## src/rtl/alu_pkg.sv

```systemverilog
// Shared types for the 4-bit ALU and its command sequencer.
package alu_pkg;

    localparam int ALU_TAG_W = 4;

    typedef enum logic [3:0] {
        OP_ADD = 4'd0,
        OP_SUB = 4'd1,
        OP_MUL = 4'd2,
        OP_AND = 4'd3,
        OP_OR  = 4'd4,
        OP_XOR = 4'd5,
        OP_DEC = 4'd6,
        OP_SHL = 4'd7
    } alu_op_e;

    typedef struct packed {
        logic [3:0]           a;
        logic [3:0]           b;
        alu_op_e              op;
        logic [ALU_TAG_W-1:0] tag;
    } alu_cmd_t;

    typedef enum logic [1:0] {
        SEQ_IDLE,
        SEQ_RUN,
        SEQ_STALL,
        SEQ_DRAIN
    } seq_st_e;

    function automatic logic op_legal(alu_op_e op);
        return op inside {OP_ADD, OP_SUB, OP_MUL, OP_AND,
                          OP_OR, OP_XOR, OP_DEC, OP_SHL};
    endfunction

endpackage

```

## src/rtl/alu_cmd_fifo.sv

```systemverilog
// Synchronous command FIFO; head reads as all-zero (OP_ADD) when empty.
module alu_cmd_fifo
    import alu_pkg::*;
#(
    parameter int DEPTH = 4
) (
    input  logic                     clk,
    input  logic                     rst,
    input  logic                     push,
    input  alu_cmd_t                 wdata,
    input  logic                     pop,
    output alu_cmd_t                 head,
    output logic [$clog2(DEPTH):0]   count,
    output logic                     full,
    output logic                     empty
);

    localparam int AW = $clog2(DEPTH);

    alu_cmd_t        mem [DEPTH];
    logic [AW-1:0]   wr_ptr;
    logic [AW-1:0]   rd_ptr;

    assign full  = (count == DEPTH[AW:0]);
    assign empty = (count == '0);
    assign head  = empty ? '0 : mem[rd_ptr];

    always_ff @(posedge clk) begin
        if (push) begin
            mem[wr_ptr] <= wdata;
        end
    end

    always_ff @(posedge clk or posedge rst) begin
        if (rst) begin
            wr_ptr <= '0;
            rd_ptr <= '0;
            count  <= '0;
        end else begin
            if (push) begin
                wr_ptr <= wr_ptr + 1'b1;
            end
            if (pop) begin
                rd_ptr <= rd_ptr + 1'b1;
            end
            if (push && !pop) begin
                count <= count + 1'b1;
            end else if (pop && !push) begin
                count <= count - 1'b1;
            end
        end
    end

endmodule

```

## src/rtl/alu_cmd_sequencer.sv

```systemverilog
// Issue stage for the 4-bit ALU: buffers commands, presents the head to the
// external ALU, and registers each result with its tag for the consumer.
module alu_cmd_sequencer
    import alu_pkg::*;
#(
    parameter int DEPTH = 4,
    parameter int CNT_W = 16
) (
    input  logic                   clk,
    input  logic                   rst,
    input  logic                   in_valid,
    output logic                   in_ready,
    input  alu_cmd_t               in_cmd,
    output logic [3:0]             alu_a,
    output logic [3:0]             alu_b,
    output alu_op_e                alu_opcode,
    input  logic [7:0]             alu_result,
    output logic                   out_valid,
    input  logic                   out_ready,
    output logic [7:0]             out_result,
    output logic [ALU_TAG_W-1:0]   out_tag,
    output logic                   out_err,
    output logic [$clog2(DEPTH):0] fifo_count,
    output logic [CNT_W-1:0]       issued_cnt
);

    localparam int CW = $clog2(DEPTH) + 1;

    alu_cmd_t      head;
    logic [CW-1:0] count;
    logic          full;
    logic          empty;
    logic          push;
    logic          issue;
    logic          legal;
    logic [CW-1:0] nxt_cnt;
    logic          nxt_ov;
    seq_st_e       st;
    seq_st_e       st_d;

    assign in_ready   = !full;
    assign push       = in_valid && in_ready;
    assign issue      = !empty && (!out_valid || out_ready);
    assign legal      = op_legal(head.op);
    assign fifo_count = count;
    assign alu_a      = head.a;
    assign alu_b      = head.b;
    assign alu_opcode = head.op;

    alu_cmd_fifo #(
        .DEPTH (DEPTH)
    ) u_fifo (
        .clk   (clk),
        .rst   (rst),
        .push  (push),
        .wdata (in_cmd),
        .pop   (issue),
        .head  (head),
        .count (count),
        .full  (full),
        .empty (empty)
    );

    always_ff @(posedge clk or posedge rst) begin
        if (rst) begin
            out_valid  <= 1'b0;
            out_result <= '0;
            out_tag    <= '0;
            out_err    <= 1'b0;
            issued_cnt <= '0;
        end else if (issue) begin
            out_valid  <= 1'b1;
            out_result <= legal ? alu_result : 8'h00;
            out_tag    <= head.tag;
            out_err    <= !legal;
            issued_cnt <= issued_cnt + 1'b1;
        end else if (out_valid && out_ready) begin
            out_valid  <= 1'b0;
        end
    end

    // Status FSM looks ahead at post-edge occupancy; it drives nothing.
    always_comb begin
        nxt_cnt = count;
        if (push && !issue) begin
            nxt_cnt = count + 1'b1;
        end else if (issue && !push) begin
            nxt_cnt = count - 1'b1;
        end
        nxt_ov = issue || (out_valid && !out_ready);
        if (nxt_cnt == '0) begin
            st_d = nxt_ov ? SEQ_DRAIN : SEQ_IDLE;
        end else if (!nxt_ov || out_ready) begin
            st_d = SEQ_RUN;
        end else begin
            st_d = SEQ_STALL;
        end
    end

    always_ff @(posedge clk or posedge rst) begin
        if (rst) begin
            st <= SEQ_IDLE;
        end else begin
            st <= st_d;
        end
    end

    st_idle_ok: assert property (@(posedge clk) disable iff (rst)
        (st == SEQ_IDLE) |-> (empty && !out_valid));

    st_drain_ok: assert property (@(posedge clk) disable iff (rst)
        (st == SEQ_DRAIN) |-> (empty && out_valid));

endmodule

```

## config.mk

```make
export PLATFORM = sky130hd
export DESIGN_NAME = alu_cmd_sequencer
export DESIGN_NICKNAME = d
export VERILOG_FILES = /design/src/rtl/alu_pkg.sv /design/src/rtl/alu_cmd_fifo.sv /design/src/rtl/alu_cmd_sequencer.sv
export SDC_FILE = /design/constraint.sdc
export NUM_CORES = 1
export LEC_CHECK = 0
export ABC_AREA = 0
export CORE_MARGIN = 8
export CORE_UTILIZATION = 45
export DETAILED_ROUTE_END_ITERATION = 12
export PLACE_DENSITY = 0.76
export SYNTH_ARGS = -nofsm -noshare
export SYNTH_HDL_FRONTEND = slang
export SYNTH_HIERARCHICAL = 1
export SYNTH_SLANG_ARGS = --single-unit
```

## constraint.sdc

```tcl
create_clock -name clk -period 3.7 [get_ports clk]
set_clock_uncertainty 0.1 [all_clocks]
set_input_delay 0.37 -clock clk [delete_from_list [all_inputs] [get_ports clk]]
set_output_delay 0.37 -clock clk [all_outputs]
set_load 0.005 [all_outputs]
```

**Word-level counts from Yosys, hierarchy flattened**

Memory sizes are Yosys's and may differ from the RTL's.
Index checks and enable logic that the tools add are counted.

- Equality and inequality tests: 8
- Add/subtract/negate cells: 5
- Reduce and logical (&&, ||, !) cells: 17
- Mux-type cells: 8

Operators with widths:

| cell | number |
|---|---|
| adder 16 x 1 -> 16 bit (second input constant) | 1 |
| == test 4 x 3 -> 1 bit (second input constant) | 4 |
| two-way mux 16 bit | 1 |
| == test 4 x 2 -> 1 bit (second input constant) | 2 |
| two-way mux 8 bit | 1 |
| nonzero test 8 bit | 1 |
| zero test 1 bit | 6 |
| two-way mux 3 bit | 2 |
| logical AND 1 bit | 5 |
| adder 2 x 1 -> 2 bit (second input constant) | 2 |
| == test 4 x 1 -> 1 bit (second input constant) | 1 |
| zero test 4 bit | 1 |
| two-way mux 1 bit | 4 |
| nonzero test 2 bit | 2 |
| adder 3 x 1 -> 3 bit (second input constant) | 1 |
| == test 3 bit (second input constant) | 1 |
| zero test 3 bit | 1 |
| subtractor 3 x 1 -> 3 bit (second input constant) | 1 |
| logical OR 1 bit | 1 |

- Bits of input ports: 28
- Memories kept: 1
- Register bits: 37
- Bits in writable memories: 64
- Logic and storage cells: 47
- Output and inout bits: 46

Memory list:

| memory | depth | width | read ports | clocked after memory_dff | write ports | line | RTL |
|---|---|---|---|---|---|---|---|
| u_fifo.mem | 4 | 16 | 1 | 0 | 1 | alu_cmd_fifo.sv:20 | `alu_cmd_t mem [DEPTH];` |

**Longest topological paths before layout**

Gate-level depths: netlist of run 1.

- Depth after elaboration: 7
- Gate-level depth with buffers: 13

**Cells and area by module**

The synthesis of run 1 kept the hierarchy.

Modules (own cells, without submodules):

| module | cells an instance | area each (µm²) | times used | seq. area each (µm²) |
|---|---|---|---|---|
| alu_cmd_fifo | 136 | 2920.3 | 1 | 2097.0 |
| alu_cmd_sequencer | 123 | 1313.8 | 1 | 750.7 |

**Worst setup path before layout of run 1**

Ideal clock, no wire load.

- Path kind: register to register
- Start: register u_fifo.count[0]
- End: register u_fifo.count[2]
- Data required time: 3.521 ns
- Slack: 0.870 ns
- Data arrival time: 2.651 ns
- Buffers on the path: 3
- Period minus slack after synthesis: 2.830 ns
- Stages on the path, launching flop included: 14
- Cell sequence: dfrtp_1 -> nor3_2 -> buf_4 -> or2_1 -> buf_2 -> inv_2 -> buf_6 -> inv_1 -> ha_1 -> inv_1 -> fa_1 -> xor2_1 -> nor2_1 -> xor2_1

- Cells in the longest elaborated chain, start to end: 6
- Elaborated cells on any way between the ends: 15
- Classes of those cells: add/sub (2); eq/ne (1); mux (2); reduce/logical (10)

RTL lines:

| element | line | RTL |
|---|---|---|
| start: declaration | alu_cmd_fifo.sv:13 | `output logic [$clog2(DEPTH):0] count,` |
| start signal: assignment | alu_cmd_fifo.sv:47 | `count <= count + 1'b1;` |
| start signal: assignment | alu_cmd_fifo.sv:49 | `count <= count - 1'b1;` |
| zero test 3 bit (*) | alu_cmd_fifo.sv:25 | `assign empty = (count == '0);` |
| named net empty | alu_cmd_sequencer.sv:32 | `logic empty;` |
| zero test 1 bit (*) | alu_cmd_sequencer.sv:43 | `assign issue = !empty && (!out_valid \|\| out_ready);` |
| logical AND 1 bit (*) | alu_cmd_sequencer.sv:43 |  |
| named net issue | alu_cmd_sequencer.sv:34 | `logic issue;` |
| zero test 1 bit | alu_cmd_fifo.sv:46 | `if (push && !pop) begin` |
| logical AND 1 bit | alu_cmd_fifo.sv:46 |  |
| two-way mux 3 bit / nonzero test 2 bit (equally long branches) | -- |  |

Mark *: on every way through the listed nets, which the timed path passes. The rest lies on a longest branch. The select of a mux whose other input is x is not followed.
A chain may end at the register's enable or synchronous reset.

**Final worst setup path of run 1**

- Start: register u_fifo.rd_ptr[0]
- End: output alu_a[2]

- Cells in the longest elaborated chain, start to end: 2

RTL lines:

| element | line | RTL |
|---|---|---|
| start: declaration | alu_cmd_fifo.sv:22 | `logic [AW-1:0] rd_ptr;` |
| start signal: assignment | alu_cmd_fifo.sv:44 | `rd_ptr <= rd_ptr + 1'b1;` |
| memory (4 x 16 bit) | -- |  |
| two-way mux 16 bit | alu_cmd_fifo.sv:26 | `assign head = empty ? '0 : mem[rd_ptr];` |
| end: declaration | alu_cmd_sequencer.sv:14 | `output logic [3:0] alu_a,` |

No other way between the ends.

==> impl_summary.log, run 1 <==
[metrics] outcome: complete, no violations
[metrics] final hold slack: 164 ps
[metrics] worst r2r path cells: 10
[metrics] Yosys warnings: 6
[metrics] Clock Latency Late Sink: 360 ps
[metrics] Worst path slowest cell: sky130_fd_sc_hd__dfrtp_1
[metrics] Syn Area/Cell: 16.3 um^2
[metrics] vias in the first global route: 2,423
[metrics] endpoint of the worst register-to-register path: u_fifo/count[2]
[metrics] Placement Rows: 35
[metrics] max-cap violations: 0
[metrics] cell type with the highest aggregate area in the netlist: sky130_fd_sc_hd__edfxtp_1
[metrics] Comb power frac: 37.8%
[metrics] full die area: 12,800 um^2
[metrics] Critical path buffers and inverters: 2
[metrics] post-place setup slack: 558 ps
[metrics] final HPWL from detailed placement: 5540 um
[metrics] net switching component of the power: 1220 uW
[metrics] top-area cell type share of the netlist area: 45.4%
[metrics] diode count: 0
[metrics] maximum fanout count along the critical path: 16
[metrics] number of routed nets with antenna violations: 0
[metrics] TritonCTS clock tree: yes
[metrics] final-report max-slew violation count: 0
[metrics] register bit total from synthesis: 101
[metrics] P per Cell Area: 739 nW/um^2
[metrics] Hold Path Class: primary input to async pin
[metrics] design internal power: 2660 uW
[metrics] Setup WS post-layout: 604 ps
[metrics] Synth Net Count: 294
[metrics] fraction of registers with async set or reset after synthesis: 36.6%
[metrics] clock-pin slew reported for the worst setup and hold paths after clock tree synthesis: 100 ps
[metrics] Crit path max-delay family: flip-flops
[metrics] sort of element at the end of the critical path: primary output
[metrics] f_max: 323 MHz
[metrics] Layout Nets: 372
[metrics] worst relative slew slack: 26.7%
[metrics] Finish-stage setup viols: 0
[metrics] # port buffers: 73
[metrics] worst vdd rail ir drop: 0.383 mV
[metrics] Core Box Area: 9200 um^2
[metrics] die outline width: 113 um
[metrics] required time at the endpoint of the critical path: 3230 ps
[metrics] vias after detailed routing: 2,280
[metrics] clock share of power: 17.2%
[metrics] CTS hold repair buffers: 0
[metrics] Sw Share: 31.6%
[metrics] CP Launch Type: register
[metrics] cell types with the largest area share after synthesis: sky130_fd_sc_hd__edfxtp_1 45%, sky130_fd_sc_hd__dfrtp_1 22%, sky130_fd_sc_hd__mux4_1 5.0%, sky130_fd_sc_hd__mux4_2 4.3%, sky130_fd_sc_hd__nand2_1 3.8%
[metrics] io pins: 74
[metrics] most instantiated library cell after synthesis: sky130_fd_sc_hd__edfxtp_1
[metrics] EDFF count, synth: 64
[metrics] cells traversed along the worst timing path: buf_4, mux4_2, nor2b_4, clkdlybuf4s50_1
[metrics] largest net degree at the start of global routing: 31
[metrics] number of DRC markers after the initial detailed-route iteration: 125
[metrics] setup TNS: 0 ps
[metrics] vias per cell: 5.03
[metrics] Synth Flop Type: sky130_fd_sc_hd__edfxtp_1
[metrics] CTS Buffer Depth: 2
[metrics] synth cell count leaders: 64 x sky130_fd_sc_hd__edfxtp_1, 43 x sky130_fd_sc_hd__nand2_1, 37 x sky130_fd_sc_hd__dfrtp_1
[metrics] number of levels in the clock H-tree: 3
[metrics] Worst path max stage delay: 900 ps
[metrics] worst setup path category: register to primary output
[metrics] WP data arrival: 2630 ps
[metrics] initial core utilization: 46.0%
[metrics] post-route DRC violation count: 0
[metrics] share of post-route cells with drive strength above 1: 12.0%
[metrics] antenna violations before repair: 0
[metrics] post-route minimum period: 3100 ps
[metrics] Congestion Overflow GR: 0
[metrics] leakage power: 0.00204 uW
[metrics] transition time at the pin with the least slew margin: 1100 ps
[metrics] Seq/Total Area, Yosys: 67.3%
[metrics] Inserted Clock Buffers: 9
[metrics] Worst R2R Setup Slack: 930 ps
[metrics] post-CTS resize count: 0
[metrics] post-synthesis cell count: 259
[metrics] clock tree root driver cell: sky130_fd_sc_hd__clkbuf_8
[metrics] global-route usage over all layers: 12.8%
[metrics] unrepaired setup endpoints after global routing: no
[metrics] DIE HEIGHT: 113 um
[metrics] area added between synthesis and finish: 24.0%
[metrics] routed wire length: 7980 um
[metrics] average wire per cell in the routed design: 17.6 um
[metrics] routability congestion estimate: 0.689
[metrics] Mapped Area: 4230 um^2
[metrics] number of failing hold endpoints at the final stage: 0
[metrics] RR Startpoint: u_fifo/count[0]
[metrics] share of the clock period used by the worst path after layout: 83.7%
[metrics] setup fix buffers added after clock tree synthesis: 0
[metrics] wire length of the first global-routing pass: 12,900 um
[metrics] detailed-router iteration count before antenna repair: 4
[metrics] TritonCTS Sinks: 101
[metrics] part of the total power dissipated in sequential elements: 45.0%
[metrics] Cell variety after synth: 33
## state kept, by name, summed over array words and instances, names as in the netlist
register and cells:
out_err 1, u_fifo/rd_ptr 2, issued_cnt 16, u_fifo/count 3, u_fifo/mem 64, out_valid 1, out_result 8, u_fifo/wr_ptr 2
out_tag 4
## power by group through the flow
stage	Clock [uW]	Combinational, uW	Sequential (uW)
2_1_floorplan	0	922	1660
3_3_place_gp	0	1470	1760
3_5_place_dp	0	1490	1780
4_1_cts	689	1500	1750
5_1_grt	730	1610	1790
6_report	669	1470	1750
## placed cells by master (no fill, tap or decap), types with 6 or more instances in the layout
cell / n
sky130_fd_sc_hd__clkbuf_8: 9
sky130_fd_sc_hd__clkdlybuf4s50_1: 73
sky130_fd_sc_hd__dfrtp_1: 37
sky130_fd_sc_hd__edfxtp_1: 64
sky130_fd_sc_hd__ha_1: 6
sky130_fd_sc_hd__inv_1: 8
sky130_fd_sc_hd__mux4_1: 8
sky130_fd_sc_hd__mux4_2: 8
sky130_fd_sc_hd__nand2_1: 43
sky130_fd_sc_hd__nand3b_1: 8
sky130_fd_sc_hd__nor2b_1: 9
sky130_fd_sc_hd__nor2b_4: 9
sky130_fd_sc_hd__xnor2_1: 13
sky130_fd_sc_hd__xor2_1: 8
## worst max-delay path by stage
| stage | startpoint | endpoint | cells after the start |
|---|---|---|---|
| after floorplan | u_fifo/count[0] | u_fifo/count[2] | 13 |
| after global placement | out_ready | u_fifo/count[2] | 11 |
| after detailed placement | out_ready | u_fifo/count[2] | 11 |
| after CTS | u_fifo/rd_ptr[0] | alu_a[1] | 4 |
| after global routing | u_fifo/rd_ptr[0] | alu_a[1] | 4 |
| final | u_fifo/rd_ptr[0] | alu_a[2] | 4 |
## per-layer routing
metal  vias up  part of all wire (%)  GRT usage [%]
met5         -                     0              0
met1      1118                    44           15.6
met4         0                  0.29           2.66
met2        73                    49           21.3
li1       1087                     -              -
met3         2                   6.7           4.90
## per-stage QoR
stage / cell area (um^2) / cells / total power [uW] / utilization, %
6_report: 5250 / 453 / 3880 / 57.1
5_1_grt: 5250 / 453 / 4130 / 57.1
4_1_cts: 5250 / 453 / 3940 / 57.1
3_5_place_dp: 5050 / 437 / 3270 / 55.0
3_3_place_gp: 5050 / 437 / 3230 / 55.0
2_1_floorplan: 4230 / 259 / 2590 / -
## layout make-up
class	instances	area, um^2
Sequential cell	101	2850
Timing Repair Buffer	75	746
Clock inverter	6	67.6
Clock buffer	10	128
Tap cell	111	139
Fill cell	737	3950
Multi-Input combinational cell	141	1290
Inverter	9	33.8
## kinds of logic after synthesis
logic type               Yosys count  share of synthesized area (%)
AND/OR/NAND/NOR                   95                           14.1
adder cells (fa/ha/maj)            7                           2.25
flip-flops                       101                           67.3
multiplexers                      17                           9.49
buffers and inverters             17                           2.45
AO/OA/AOI/OAI                      1                          0.118
XOR/XNOR                          21                           4.34
(Power assumes the default switching activity.)
==> run 2: changes to the inputs <==
==> constraint.sdc (replaced) <==
create_clock -name clk -period 2.85 [get_ports clk]
set_clock_uncertainty 0.1 [all_clocks]
set_input_delay 0.285 -clock clk [delete_from_list [all_inputs] [get_ports clk]]
set_output_delay 0.285 -clock clk [all_outputs]
set_load 0.005 [all_outputs]
==> impl_summary.log, run 2 (synthesis results as in run 1) <==
[metrics] leakage power: 0.00210 uW
[metrics] cell depth of the worst setup path: 4
[metrics] Comb power frac: 39.5%
[metrics] biggest registers after layout: u_fifo/mem (64), issued_cnt (16), out_result (8)
[metrics] Finish-stage setup viols: 0
[metrics] Worst path max stage delay: 610 ps
[metrics] full die area: 12,800 um^2
[metrics] number of levels in the clock H-tree: 3
[metrics] max-cap violations: 0
[metrics] Congestion Overflow GR: 0
[metrics] overall power of the completed layout: 5250 uW
[metrics] Worst path slowest cell: sky130_fd_sc_hd__mux4_1
[metrics] maximum fanout count along the critical path: 18
[metrics] net switching component of the power: 1600 uW
[metrics] top register by number of flip-flops: u_fifo/mem
[metrics] worst setup path category: register to primary output
[metrics] required time at the endpoint of the critical path: 2470 ps
[metrics] P per Cell Area: 982 nW/um^2
[metrics] vias per cell: 5.11
[metrics] sequential cell area in the final layout: 2850 um^2
[metrics] final-report max-slew violation count: 0
[metrics] global-route usage over all layers: 14.0%
[metrics] design internal power: 3650 uW
[metrics] number of DRC markers after the initial detailed-route iteration: 117
[metrics] share of the clock period used by the worst path after layout: 93.5%
[metrics] unrepaired setup endpoints after global routing: no
[metrics] CTS Buffer Depth: 2
[metrics] Placement Rows: 35
[metrics] Inserted Clock Buffers: 9
[metrics] DIE HEIGHT: 113 um
[metrics] initial core utilization: 46.0%
[metrics] share of post-route cells with drive strength above 1: 14.2%
[metrics] vias after detailed routing: 2,362
[metrics] TritonCTS clock tree: yes
[metrics] setup fix buffers added after clock tree synthesis: 0
[metrics] Critical path buffers and inverters: 2
[metrics] area added between synthesis and finish: 26.2%
[metrics] Largest register FFs: 64
[metrics] Crit path max-delay family: buffers and inverters
[metrics] leading cell type in the layout, fill and taps excluded: sky130_fd_sc_hd__clkdlybuf4s50_1
[metrics] Clock Latency Late Sink: 360 ps
[metrics] clock tree root driver cell: sky130_fd_sc_hd__clkbuf_8
[metrics] worst r2r path cells: 9
[metrics] average wire per cell in the routed design: 18.1 um
[metrics] largest net degree at the start of global routing: 20
[metrics] # port buffers: 73
[metrics] routability congestion estimate: 0.693
[metrics] WP data arrival: 2280 ps
[metrics] transition time at the pin with the least slew margin: 722 ps
[metrics] cells traversed along the worst timing path: buf_4, mux4_1, nor2b_1, clkdlybuf4s50_1
[metrics] outcome: complete, no violations
[metrics] RR Startpoint: u_fifo/count[2]
[metrics] detailed-router iteration count before antenna repair: 4
[metrics] die outline width: 113 um
[metrics] worst vdd rail ir drop: 0.485 mV
[metrics] sort of element at the end of the critical path: primary output
[metrics] Fill cells: 744
[metrics] worst relative slew slack: 51.8%
[metrics] Core Box Area: 9200 um^2
[metrics] io pins: 74
[metrics] Hold Path Class: primary input to async pin
[metrics] final HPWL from detailed placement: 5840 um
[metrics] wire length of the first global-routing pass: 13,800 um
[metrics] CTS hold repair buffers: 0
[metrics] Layout Nets: 381
[metrics] Worst R2R Setup Slack: 650 ps
[metrics] post-CTS resize count: 0
[metrics] part of the total power dissipated in sequential elements: 41.5%
[metrics] number of routed nets with antenna violations: 0
[metrics] post-route minimum period: 2660 ps
[metrics] antenna violations before repair: 0
[metrics] clock share of power: 19.0%
[metrics] Sw Share: 30.5%
[metrics] endpoint of the worst register-to-register path: u_fifo/count[2]
[metrics] f_max: 375 MHz
[metrics] clock-pin slew reported for the worst setup and hold paths after clock tree synthesis: 90 ps
[metrics] TritonCTS Sinks: 101
[metrics] CP Launch Type: register
[metrics] post-route DRC violation count: 0
[metrics] diode count: 0
[metrics] most frequent cells in the layout: 73 x sky130_fd_sc_hd__clkdlybuf4s50_1, 64 x sky130_fd_sc_hd__edfxtp_1, 43 x sky130_fd_sc_hd__nand2_1
[metrics] vias in the first global route: 2,608
[metrics] setup TNS: 0 ps
[metrics] multi-input gate area in the final layout: 1290 um^2
[metrics] number of failing hold endpoints at the final stage: 0
[metrics] routed wire length: 8370 um
==> run 2: cell types whose count changed in the layout (fill, tap and decap cells not counted), sizes merged <==
cell	change
clkbuf	-1
buf	+9
clkinv	+2
inv	-3
bufinv	+2
==> run 2: power by group through the flow <==
stage | Combinational [uW] | Clock [uW] | Sequential, uW
global placement | 2050 | 0 | 2190
floorplan | 1200 | 0 | 2160
detailed placement | 2110 | 0 | 2220
global route | 2270 | 1080 | 2230
finish | 2080 | 996 | 2180
CTS | 2120 | 1020 | 2190
==> run 2: worst reg2reg max path: cells and delay by family (launching register included) <==
family | cells | cell delay (ps)
xor+xnor | 2 | 320
fa+ha+maj | 2 | 570
buf+inv | 2 | 230
flops | 1 | 460
simple gates | 3 | 430
==> run 2: worst max-delay path by stage <==
stage | start | slack, ps | end
after CTS | u_fifo/rd_ptr[0] | 140 | alu_opcode[0]
after floorplan | u_fifo/count[0] | 20 | u_fifo/count[2]
after global placement | out_ready | 460 | u_fifo/count[2]
after global routing | u_fifo/rd_ptr[0] | 100 | alu_opcode[0]
after detailed placement | out_ready | 380 | u_fifo/count[2]
final | u_fifo/rd_ptr[0] | 190 | alu_opcode[0]
==> run 2: layout make-up <==
class | count | area share (%)
clock inverters | 7 | 1.85
flip-flops and latches | 101 | 53.3
repair buffers | 84 | 15.2
clock buffers | 9 | 2.32
multi-input cells | 141 | 24.1
well taps | 111 | 2.60
inverters | 9 | 0.632
==> run 2: per-stage QoR <==
stage               cell area [um^2]  worst slack [ps]  hold slack, ps  std cells  utilization [%]
floorplan                       4230              19.6           -11.6        259                -
global placement                5120               460             351        446             55.7
detailed placement              5120               385             356        446             55.7
CTS                             5350               144            80.7        462             58.1
global route                    5350               103             111        462             58.1
finish                          5350               186            82.2        462             58.1
==> run 2: routing by layer <==
layer  part of all wire, %  global-route usage (%)  up-vias  wire (um)
li1                      -                       -     1109          -
met1                    41                    15.5     1166       3460
met2                    49                    24.1       73       4070
met3                   8.6                    5.59       14        718
met4                   1.4                    4.53        0        116
met5                     0                       0        -          0
